==> config.mk <==
export PLATFORM = sky130hd
export DESIGN_NAME = serial_subtractor
export DESIGN_NICKNAME = d
export VERILOG_FILES = /design/src/rtl/serial_sub_pkg.sv /design/src/rtl/serial_subtractor_fs_cell.sv /design/src/rtl/serial_subtractor.sv
export SDC_FILE = /design/constraint.sdc
export NUM_CORES = 1
export LEC_CHECK = 0
export ABC_AREA = 1
export ABC_CLOCK_PERIOD_IN_PS = 1500
export CORE_ASPECT_RATIO = 0.6
export CORE_UTILIZATION = 30
export CTS_CLUSTER_SIZE = 12
export DETAILED_ROUTE_END_ITERATION = 8
export GPL_ROUTABILITY_DRIVEN = 0
export SKIP_LAST_GASP = 1
export SLEW_MARGIN = 0
export SYNTH_ARGS = -nofsm -noshare
export SYNTH_HDL_FRONTEND = slang
export SYNTH_HIERARCHICAL = 1
export SYNTH_SLANG_ARGS = --single-unit
==> constraint.sdc <==
create_clock -name clk -period 1.5 [get_ports clk]
set_input_delay 0.3 -clock clk [delete_from_list [all_inputs] [get_ports clk]]
set_output_delay 0.3 -clock clk [all_outputs]
set_load 0.03 [all_outputs]
==> src/rtl/serial_sub_pkg.sv <==
// Shared types and sizing helpers for the bit-serial subtractor.
package serial_sub_pkg;

   localparam int DEFAULT_WIDTH = 8;

   typedef enum logic [1:0] {
      IDLE  = 2'd0,
      SHIFT = 2'd1,
      DONE  = 2'd2
   } state_t;

   function automatic int cnt_width(input int width);
      return $clog2(width);
   endfunction

endpackage

==> src/rtl/serial_subtractor_fs_cell.sv <==
// One-bit combinational full subtractor: d = a - b - bi, with borrow-out.
module fs_cell (
   input  logic a,
   input  logic b,
   input  logic bi,
   output logic d,
   output logic bo
);

   assign d  = a ^ b ^ bi;
   assign bo = (~a & b) | (~a & bi) | (b & bi);

endmodule

==> src/rtl/serial_subtractor.sv <==
// Bit-serial subtractor D = A - B, LSB first, through one fs_cell.
// Define SERIAL_SUB_OVF_EN to add the signed-overflow output.
module serial_subtractor
   import serial_sub_pkg::*;
#(
   parameter int WIDTH = DEFAULT_WIDTH
) (
   input  logic             clk,
   input  logic             rst,
   input  logic             start,
   input  logic [WIDTH-1:0] a,
   input  logic [WIDTH-1:0] b,
   output logic             busy,
   output logic             done,
   output logic [WIDTH-1:0] d,
   output logic             bo
`ifdef SERIAL_SUB_OVF_EN
   ,
   output logic             ovf
`endif
);

   localparam int CW = cnt_width(WIDTH);
   localparam logic [CW-1:0] LAST = CW'(WIDTH - 1);

   state_t           r_state;
   logic [WIDTH-1:0] r_a;
   logic [WIDTH-1:0] r_b;
   logic [WIDTH-1:0] r_d;
   logic             r_borrow;
   logic [CW-1:0]    r_cnt;
   logic             r_busy;
   logic             r_done;
   logic             w_d;
   logic             w_bo;

   fs_cell u_fs_cell (
      .a  (r_a[0]),
      .b  (r_b[0]),
      .bi (r_borrow),
      .d  (w_d),
      .bo (w_bo)
   );

`ifdef SERIAL_SUB_OVF_EN
   logic r_ovf;
   assign ovf = r_ovf;

   // Overflow is the borrow into the MSB differing from the borrow out of it.
   always_ff @(posedge clk or posedge rst) begin
      if (rst) begin
         r_ovf <= 1'b0;
      end else if (r_state == IDLE && start) begin
         r_ovf <= 1'b0;
      end else if (r_state == SHIFT && r_cnt == LAST) begin
         r_ovf <= r_borrow ^ w_bo;
      end
   end
`endif

   always_ff @(posedge clk or posedge rst) begin
      if (rst) begin
         r_state  <= IDLE;
         r_a      <= '0;
         r_b      <= '0;
         r_d      <= '0;
         r_borrow <= 1'b0;
         r_cnt    <= '0;
         r_busy   <= 1'b0;
         r_done   <= 1'b0;
      end else begin
         case (r_state)
            IDLE: begin
               r_done <= 1'b0;
               if (start) begin
                  r_a      <= a;
                  r_b      <= b;
                  r_d      <= '0;
                  r_borrow <= 1'b0;
                  r_cnt    <= '0;
                  r_busy   <= 1'b1;
                  r_state  <= SHIFT;
               end
            end
            SHIFT: begin
               r_a      <= r_a >> 1;
               r_b      <= r_b >> 1;
               r_d      <= {w_d, r_d[WIDTH-1:1]};
               r_borrow <= w_bo;
               if (r_cnt == LAST) begin
                  r_cnt   <= '0;
                  r_done  <= 1'b1;
                  r_state <= DONE;
               end else begin
                  r_cnt <= r_cnt + CW'(1);
               end
            end
            DONE: begin
               r_done  <= 1'b0;
               r_busy  <= 1'b0;
               r_state <= IDLE;
            end
            default: begin
               r_done  <= 1'b0;
               r_busy  <= 1'b0;
               r_state <= IDLE;
            end
         endcase
      end
   end

   assign busy = r_busy;
   assign done = r_done;
   assign d    = r_d;
   assign bo   = r_borrow;

endmodule

==> results of run 1 <==
## routing by layer
layer | global-route usage, % | up-vias | wire length [µm]
met2 | 20.0 | 30 | 1340
met5 | 0 | - | 0
met1 | 18.8 | 590 | 1830
met4 | 3.41 | 0 | 10
li1 | - | 679 | -
met3 | 4.56 | 2 | 172
## metrics by stage
step	hold WS, ns	instances
4_1_cts	0.359	295
6_report	0.354	295
3_3_place_gp	0.463	287
2_1_floorplan	0.416	195
3_5_place_dp	0.466	287
5_1_grt	0.393	295
## report_power, final
part | leakage, µW | switching [µW] | internal (µW) | total (µW)
registers | 0.000397 | 228 | 1270 | 1500
clock network | 0.0000552 | 302 | 492 | 794
logic | 0.000682 | 1260 | 737 | 2000
total | 0.00113 | 1790 | 2500 | 4290
## worst max path at each step
stage,startpoint,endpoint
final,d[3]$_DFFE_PP0P_,d[3]
after global routing,bo$_DFFE_PP0P_,bo
after CTS,d[3]$_DFFE_PP0P_,d[3]
after detailed placement,start,r_a[6]$_DFFE_PP0P_
after global placement,start,r_state[0]$_DFFE_PP0P_
after floorplan,bo$_DFFE_PP0P_,d[7]$_DFFE_PP0P_
## area by class of cell
type / count / area, µm²
clock inverters: 2 / 35.0
well taps: 66 / 82.6
fillers: 545 / 3100
flip-flops and latches: 32 / 801
clock buffers: 6 / 72.6
multi-input cells: 115 / 642
repair buffers: 36 / 354
inverters: 38 / 145
## state kept, by name, indices dropped and copies added, names as in the netlist
name     cells
r_cnt        3
busy         1
r_b          8
r_state      2
d            8
bo           1
done         1
r_a          8
## logic make-up after synthesis
kind of cell,count (synthesis),synth area share (%)
and+or+nand+nor,102,32.4
buffers and inverters,48,14.5
DFF,32,47.5
AOI/OAI and AO/OA,10,2.97
adders and majority gates,3,2.67
## cell usage after synthesis, drive strengths merged
master / count / area share (%)
nand3: 50 / 18
nand2: 47 / 13
inv: 38 / 8.6
dfrtp: 32 / 47
o21ai: 10 / 3.0
buf: 9 / 5.4
nor2: 4 / 0.89
ha: 2 / 1.5
clkbuf: 1 / 0.45
fa: 1 / 1.2
nand4: 1 / 0.37
==> report_table.html, run 1 <==
<table>
<tr><th>Metric</th><th>Value</th></tr>
<tr><th colspan="2">Global routing</th></tr>
<tr><td>Pin count of the biggest net entering global routing</td><td>between 40 and 50</td></tr>
<tr><td>Global-route wire length before repair</td><td>about 6100 µm</td></tr>
<tr><td>Total GRT Usage</td><td>between 10% and 20%</td></tr>
<tr><td>Initial antenna violation count</td><td>0</td></tr>
<tr><td>Congestion Overflow GR</td><td>0</td></tr>
<tr><td>Number of global-route vias before repair</td><td>~1,300</td></tr>
<tr><th colspan="2">Logic synthesis</th></tr>
<tr><td>Area of the mapped netlist</td><td>roughly 1700 µm²</td></tr>
<tr><td>Sequential share of the synthesized area</td><td>47.5%</td></tr>
<tr><td>Syn Nets</td><td>217</td></tr>
<tr><td>Syn avg cell area</td><td>~8.6 µm²</td></tr>
<tr><td>Yosys warnings</td><td>6</td></tr>
<tr><td>Flip-flop and latch count after synthesis</td><td>32</td></tr>
<tr><td>Number of distinct library cells after synthesis</td><td>17</td></tr>
<tr><td>Post-Synthesis Cells</td><td>~200</td></tr>
<tr><th colspan="2">Setup path</th></tr>
<tr><td>Critical path cell sequence</td><td>dlygate4sd2_1</td></tr>
<tr><td>Crit. End Element</td><td>output pin</td></tr>
<tr><td>Register-to-Register Path Depth</td><td>5</td></tr>
<tr><td>Slowest stage delay, CP</td><td>0.42 ns</td></tr>
<tr><td>Setup slack of the worst register-to-register path</td><td>roughly 0.29 ns</td></tr>
<tr><td>Delay-heaviest family, CP</td><td>buffers and inverters</td></tr>
<tr><td>Type of the worst setup path</td><td>flop to output pin</td></tr>
<tr><td>Stages on worst setup path</td><td>1</td></tr>
<tr><td>Worst reg2reg endpoint</td><td>r_cnt[0]$_DFFE_PP0P_</td></tr>
<tr><td>Worst Path Max Fanout</td><td>3</td></tr>
<tr><td>Startpoint type of the worst setup path</td><td>flop</td></tr>
<tr><td>Critical path buffers and inverters</td><td>1</td></tr>
<tr><td>Required time of the critical path</td><td>about 1.2 ns</td></tr>
<tr><td>Beginning of the worst register-to-register path</td><td>r_state[1]$_DFFE_PP0P_</td></tr>
<tr><td>Critical Path AT</td><td>~1.1 ns</td></tr>
<tr><td>Critical-path top delay cell</td><td>sky130_fd_sc_hd__dlygate4sd2_1</td></tr>
<tr><th colspan="2">Run</th></tr>
<tr><td># Max-Cap Violations</td><td>0</td></tr>
<tr><th colspan="2">Drt</th></tr>
<tr><td>First-pass detailed-route iteration total</td><td>4</td></tr>
<tr><td>Per-cell via count in the routed design</td><td>around 4.4</td></tr>
<tr><td>Remaining antenna violation count</td><td>0</td></tr>
<tr><td>First DRT Iteration DRCs</td><td>56</td></tr>
<tr><td>Post-detailed-route DRC marker count</td><td>0</td></tr>
<tr><td>Total via count after detailed routing</td><td>1,301</td></tr>
<tr><td>Total Wirelength</td><td>3350 µm</td></tr>
<tr><td>Detailed-route wire length per cell</td><td>~11 µm</td></tr>
<tr><th colspan="2">Timing</th></tr>
<tr><td>Final number of max-transition violations</td><td>0</td></tr>
<tr><td>Highest clock frequency the design can meet</td><td>approximately 730 MHz</td></tr>
<tr><td>Final period utilization</td><td>about nine tenths</td></tr>
<tr><td>Final Worst Setup Slack</td><td>0.133 ns</td></tr>
<tr><td>Final hold violations</td><td>0</td></tr>
<tr><td>Count of final setup violators</td><td>0</td></tr>
<tr><td>Shortest period the worst path allows</td><td>around 1.4 ns</td></tr>
<tr><td>Setup repair after global routing missed its margin</td><td>false</td></tr>
<tr><td>Headroom to the max-slew limit</td><td>between 70% and 80%</td></tr>
<tr><td>TNS Setup</td><td>0 ns</td></tr>
<tr><td>Worst clock skew</td><td>between 0.005 and 0.006 ns</td></tr>
<tr><td>Transition time of the tightest slew-check pin</td><td>~0.3 ns</td></tr>
<tr><th colspan="2">Clocking</th></tr>
<tr><td># clock sinks</td><td>32</td></tr>
<tr><td>Number of setup buffers added after CTS</td><td>0</td></tr>
<tr><td>Clock tree from TritonCTS</td><td>done</td></tr>
<tr><td>Master cell of the clock root buffer</td><td>sky130_fd_sc_hd__clkbuf_8</td></tr>
<tr><td>H-tree levels</td><td>2</td></tr>
<tr><td>Clock Tree Buf Depth</td><td>2</td></tr>
<tr><td>Clock slew at reported path FFs</td><td>around 0.070 ns</td></tr>
<tr><td>Post-cts resize count</td><td>11</td></tr>
<tr><td>Clk Latency, worst-skew pair</td><td>0.27 ns</td></tr>
<tr><td>Number of clock buffers inserted by TritonCTS</td><td>5</td></tr>
<tr><td>Number of buffers inserted for hold repair after clock tree synthesis</td><td>0</td></tr>
<tr><th colspan="2">Power</th></tr>
<tr><td>Post-layout total power</td><td>~4300 µW</td></tr>
<tr><td>Leak Pwr</td><td>approximately 0.0011 µW</td></tr>
<tr><td>Power Density</td><td>between 2000 and 2500 nW/µm²</td></tr>
<tr><td>Worst-case vdd ir drop</td><td>a little over 0.5 mV</td></tr>
<tr><th colspan="2">Final layout</th></tr>
<tr><td>Finished layout cell area</td><td>about 2100 µm²</td></tr>
<tr><td>Count of nets after finishing</td><td>250</td></tr>
<tr><td>Most frequent cells in the layout</td><td>44 x sky130_fd_sc_hd__nand2_1, 40 x sky130_fd_sc_hd__nand3_1, 36 x sky130_fd_sc_hd__inv_1, 32 x sky130_fd_sc_hd__dfrtp_1, 18 x sky130_fd_sc_hd__clkdlybuf4s50_1</td></tr>
<tr><td>Final core occ</td><td>40.8%</td></tr>
<tr><td>Fraction of layout instances using a drive strength above 1</td><td>about an eighth</td></tr>
<tr><td>Antenna Diode Count</td><td>0</td></tr>
<tr><td>Area added between synthesis and finish</td><td>26.4%</td></tr>
<tr><td>Most common cell after layout, fill and taps aside</td><td>sky130_fd_sc_hd__nand2_1</td></tr>
<tr><th colspan="2">Floorplanning</th></tr>
<tr><td>Standard-cell row count</td><td>20</td></tr>
<tr><td>Total Die Area</td><td>between 5000 and 6000 µm²</td></tr>
<tr><td>Starting density of the core</td><td>around a third</td></tr>
<tr><td>Chip height</td><td>approximately 60 µm</td></tr>
<tr><td>I/O pin count</td><td>30</td></tr>
<tr><td>Die X-Extent</td><td>about 100 µm</td></tr>
<tr><td>Floorplan Core Area</td><td>between 5000 and 6000 µm²</td></tr>
<tr><th colspan="2">Placed design</th></tr>
<tr><td>Post-DP HPWL</td><td>2320 µm</td></tr>
<tr><td>Port buffer count</td><td>29</td></tr>
<tr><td>Worst Setup Slack post-DPL</td><td>between 0.015 and 0.02 ns</td></tr>
<tr><td>Placed Area</td><td>just over 2000 µm²</td></tr>
<tr><th colspan="2">Outcome</th></tr>
<tr><td>Result of the run</td><td>complete, no violations</td></tr>
<tr><th colspan="2">Min path</th></tr>
<tr><td>Class of the worst hold path</td><td>primary input to async pin</td></tr>
</table>
(Power assumes the default switching activity.)
==> run 2, diff against run 1 <==
--- a/config.mk
+++ b/config.mk
@@ -12,6 +12,7 @@
 export CTS_CLUSTER_SIZE = 12
 export DETAILED_ROUTE_END_ITERATION = 8
 export GPL_ROUTABILITY_DRIVEN = 0
+export PLACE_DENSITY = 0.57
 export SKIP_LAST_GASP = 1
 export SLEW_MARGIN = 0
 export SYNTH_ARGS = -nofsm -noshare
==> report_table.html, run 2 (synthesized netlist as in run 1, its figures left out) <==
<table>
<tr><th>Metric</th><th>Value</th></tr>
<tr><th colspan="2">Outcome</th></tr>
<tr><td>Result of the run</td><td>complete, no violations</td></tr>
<tr><th colspan="2">Setup path</th></tr>
<tr><td>Required time of the critical path</td><td>1.20 ns (about the same)</td></tr>
<tr><td>Crit. End Element</td><td>output pin</td></tr>
<tr><td>Critical path buffers and inverters</td><td>1 (unchanged)</td></tr>
<tr><td>Critical-path top delay cell</td><td>sky130_fd_sc_hd__dlygate4sd2_1</td></tr>
<tr><td>Critical path cell sequence</td><td>dlygate4sd2_1</td></tr>
<tr><td>Register-to-Register Path Depth</td><td>5 (unchanged)</td></tr>
<tr><td>Slowest stage delay, CP</td><td>0.41 ns (about the same)</td></tr>
<tr><td>Beginning of the worst register-to-register path</td><td>r_a[0]$_DFFE_PP0P_</td></tr>
<tr><td>Delay-heaviest family, CP</td><td>buffers and inverters</td></tr>
<tr><td>Startpoint type of the worst setup path</td><td>flop</td></tr>
<tr><td>Type of the worst setup path</td><td>flop to output pin</td></tr>
<tr><td>Worst Path Max Fanout</td><td>3 (unchanged)</td></tr>
<tr><td>Critical Path AT</td><td>1.08 ns (about the same)</td></tr>
<tr><td>Worst reg2reg endpoint</td><td>d[7]$_DFFE_PP0P_</td></tr>
<tr><td>Setup slack of the worst register-to-register path</td><td>0.32 ns (+0.03 ns)</td></tr>
<tr><th colspan="2">Floorplanning</th></tr>
<tr><td>I/O pin count</td><td>30 (unchanged)</td></tr>
<tr><td>Chip height</td><td>60.1 µm (unchanged)</td></tr>
<tr><td>Standard-cell row count</td><td>20 (unchanged)</td></tr>
<tr><td>Floorplan Core Area</td><td>5230 µm² (unchanged)</td></tr>
<tr><td>Total Die Area</td><td>5940 µm² (unchanged)</td></tr>
<tr><td>Die X-Extent</td><td>98.8 µm (unchanged)</td></tr>
<tr><td>Starting density of the core</td><td>32.2% (unchanged)</td></tr>
<tr><th colspan="2">Timing</th></tr>
<tr><td>Highest clock frequency the design can meet</td><td>727 MHz (-0.62%)</td></tr>
<tr><td>Final worst hold slack</td><td>0.344 ns (-0.0104 ns)</td></tr>
<tr><td>Transition time of the tightest slew-check pin</td><td>0.307 ns (-0.000750 ns)</td></tr>
<tr><td>Count of final setup violators</td><td>0 (unchanged)</td></tr>
<tr><td>Setup repair after global routing missed its margin</td><td>false</td></tr>
<tr><td>Final period utilization</td><td>91.7% (+0.57 points)</td></tr>
<tr><td>Shortest period the worst path allows</td><td>1.38 ns (+0.00853 ns)</td></tr>
<tr><td>Final hold violations</td><td>0 (unchanged)</td></tr>
<tr><td>TNS Setup</td><td>0 ns (unchanged)</td></tr>
<tr><td>Headroom to the max-slew limit</td><td>79.6% (about the same)</td></tr>
<tr><td>Final number of max-transition violations</td><td>0 (unchanged)</td></tr>
<tr><td>Worst clock skew</td><td>0.00809 ns (+0.00264 ns)</td></tr>
<tr><th colspan="2">Final layout</th></tr>
<tr><td>Area added between synthesis and finish</td><td>25.3%</td></tr>
<tr><td>Fraction of layout instances using a drive strength above 1</td><td>13.0% (+0.38 points)</td></tr>
<tr><td>Most frequent cells in the layout</td><td>44 x sky130_fd_sc_hd__nand2_1, 40 x sky130_fd_sc_hd__nand3_1, 36 x sky130_fd_sc_hd__inv_1, 32 x sky130_fd_sc_hd__dfrtp_1, 18 x sky130_fd_sc_hd__clkdlybuf4s50_1</td></tr>
<tr><td>Count of nets after finishing</td><td>251 (+0.40%)</td></tr>
<tr><td>Filler cell count in the final layout</td><td>552 (+1.3%)</td></tr>
<tr><td>Antenna Diode Count</td><td>0 (unchanged)</td></tr>
<tr><td>Most common cell after layout, fill and taps aside</td><td>sky130_fd_sc_hd__nand2_1</td></tr>
<tr><th colspan="2">Clocking</th></tr>
<tr><td>Clock tree from TritonCTS</td><td>done</td></tr>
<tr><td>Clock Tree Buf Depth</td><td>2 (unchanged)</td></tr>
<tr><td>Clk Latency, worst-skew pair</td><td>0.28 ns (about the same)</td></tr>
<tr><td>Clock slew at reported path FFs</td><td>0.07 ns (about the same)</td></tr>
<tr><td>Master cell of the clock root buffer</td><td>sky130_fd_sc_hd__clkbuf_8</td></tr>
<tr><td>Number of clock buffers inserted by TritonCTS</td><td>5 (unchanged)</td></tr>
<tr><td>H-tree levels</td><td>2 (unchanged)</td></tr>
<tr><td># clock sinks</td><td>32 (unchanged)</td></tr>
<tr><th colspan="2">Drt</th></tr>
<tr><td>Remaining antenna violation count</td><td>0 (unchanged)</td></tr>
<tr><td>Per-cell via count in the routed design</td><td>4.41 (about the same)</td></tr>
<tr><td>First-pass detailed-route iteration total</td><td>5 (+1)</td></tr>
<tr><td>Detailed-route wire length per cell</td><td>11.5 µm (+1.1%)</td></tr>
<tr><td>Post-detailed-route DRC marker count</td><td>0 (unchanged)</td></tr>
<tr><td>Total Wirelength</td><td>3400 µm (+1.4%)</td></tr>
<tr><td>Total via count after detailed routing</td><td>1,305 (+0.31%)</td></tr>
<tr><td>First DRT Iteration DRCs</td><td>55 (-1.8%)</td></tr>
<tr><th colspan="2">Placed design</th></tr>
<tr><td>Port buffer count</td><td>29 (unchanged)</td></tr>
<tr><td>Post-DP HPWL</td><td>2340 µm (+0.63%)</td></tr>
<tr><th colspan="2">Min path</th></tr>
<tr><td>Class of the worst hold path</td><td>primary input to async pin</td></tr>
<tr><th colspan="2">Global routing</th></tr>
<tr><td>Initial antenna violation count</td><td>0 (unchanged)</td></tr>
<tr><td>Congestion Overflow GR</td><td>0 (unchanged)</td></tr>
<tr><td>Number of global-route vias before repair</td><td>1,279 (-3.1%)</td></tr>
<tr><td>Pin count of the biggest net entering global routing</td><td>33 (-25%)</td></tr>
<tr><td>Total GRT Usage</td><td>13.6% (+0.14 points)</td></tr>
<tr><td>Global-route wire length before repair</td><td>6040 µm (-1.5%)</td></tr>
<tr><th colspan="2">Power</th></tr>
<tr><td>Worst-case vdd ir drop</td><td>0.743 mV (+44%)</td></tr>
<tr><td>Power Density</td><td>2000 nW/µm² (-0.67%)</td></tr>
<tr><td>Leak Pwr</td><td>0.00112 µW (-0.86%)</td></tr>
<tr><th colspan="2">Run</th></tr>
<tr><td># Max-Cap Violations</td><td>0 (unchanged)</td></tr>
</table>
[run 2: cell type report]
cell class	count	area [µm²]	share of cell area, %
Tap cell	66	82.6	3.91
Inverter	38	145	6.87
Clock buffer	7	86.3	4.09
Timing Repair Buffer	37	349	16.5
Clock inverter	1	7.51	0.355
Sequential cell	32	801	37.9
Multi-Input combinational cell	115	642	30.4
[run 2: timing repair]
item                                    CTS  global route
gates resized for setup                  11             0
hold endpoints to repair                  0             0
hold buffers                              0             0
buffers inserted                          0             0
endpoints found under the setup margin   11             0
[run 2: power breakdown]
group | internal, µW | total, µW | switching (µW) | leakage [µW]
registers | 1270 | 1500 | 232 | 0.000397
clock network | 373 | 688 | 316 | 0.0000445
logic | 771 | 2030 | 1260 | 0.000683
total | 2410 | 4220 | 1810 | 0.00112
[run 2: metal layers]
metal	vias up	GRT usage, %	part of all wire [%]
met5	-	0	0
met1	594	19.2	54
met2	31	19.7	40
met3	4	4.33	5.2
li1	676	-	-
met4	0	4.48	0.59
[run 2: worst max-delay path by stage]
stage / from / end / slack [ns] / cells past startpoint
after floorplan: bo$_DFFE_PP0P_ / d[7]$_DFFE_PP0P_ / 0.26 / 4
after global placement: start / r_b[5]$_DFFE_PP0P_ / 0.04 / 5
after detailed placement: start / bo$_DFFE_PP0P_ / 0.03 / 5
after CTS: d[3]$_DFFE_PP0P_ / d[3] / 0.11 / 1
after global routing: d[3]$_DFFE_PP0P_ / d[3] / 0.07 / 1
final: d[3]$_DFFE_PP0P_ / d[3] / 0.12 / 1
[run 2: through the flow]
stage	total power [µW]	worst slack [ns]	instance area, µm²	util (%)	instances
floorplan	3130	0.256	1690	-	195
global placement	3660	0.0356	2030	38.9	288
detailed placement	3690	0.0267	2030	38.9	288
CTS	4300	0.108	2110	40.4	296
global route	4640	0.0726	2110	40.4	296
finish	4220	0.125	2110	40.4	296
==> run 3, diff against run 2 <==
--- a/config.mk
+++ b/config.mk
@@ -9,6 +9,7 @@
 export ABC_CLOCK_PERIOD_IN_PS = 1500
 export CORE_ASPECT_RATIO = 0.6
 export CORE_UTILIZATION = 30
+export CTS_CLUSTER_DIAMETER = 80
 export CTS_CLUSTER_SIZE = 12
 export DETAILED_ROUTE_END_ITERATION = 8
 export GPL_ROUTABILITY_DRIVEN = 0
==> results of run 3 <==
Final layout, timing and power as in run 2 (identical DEF).
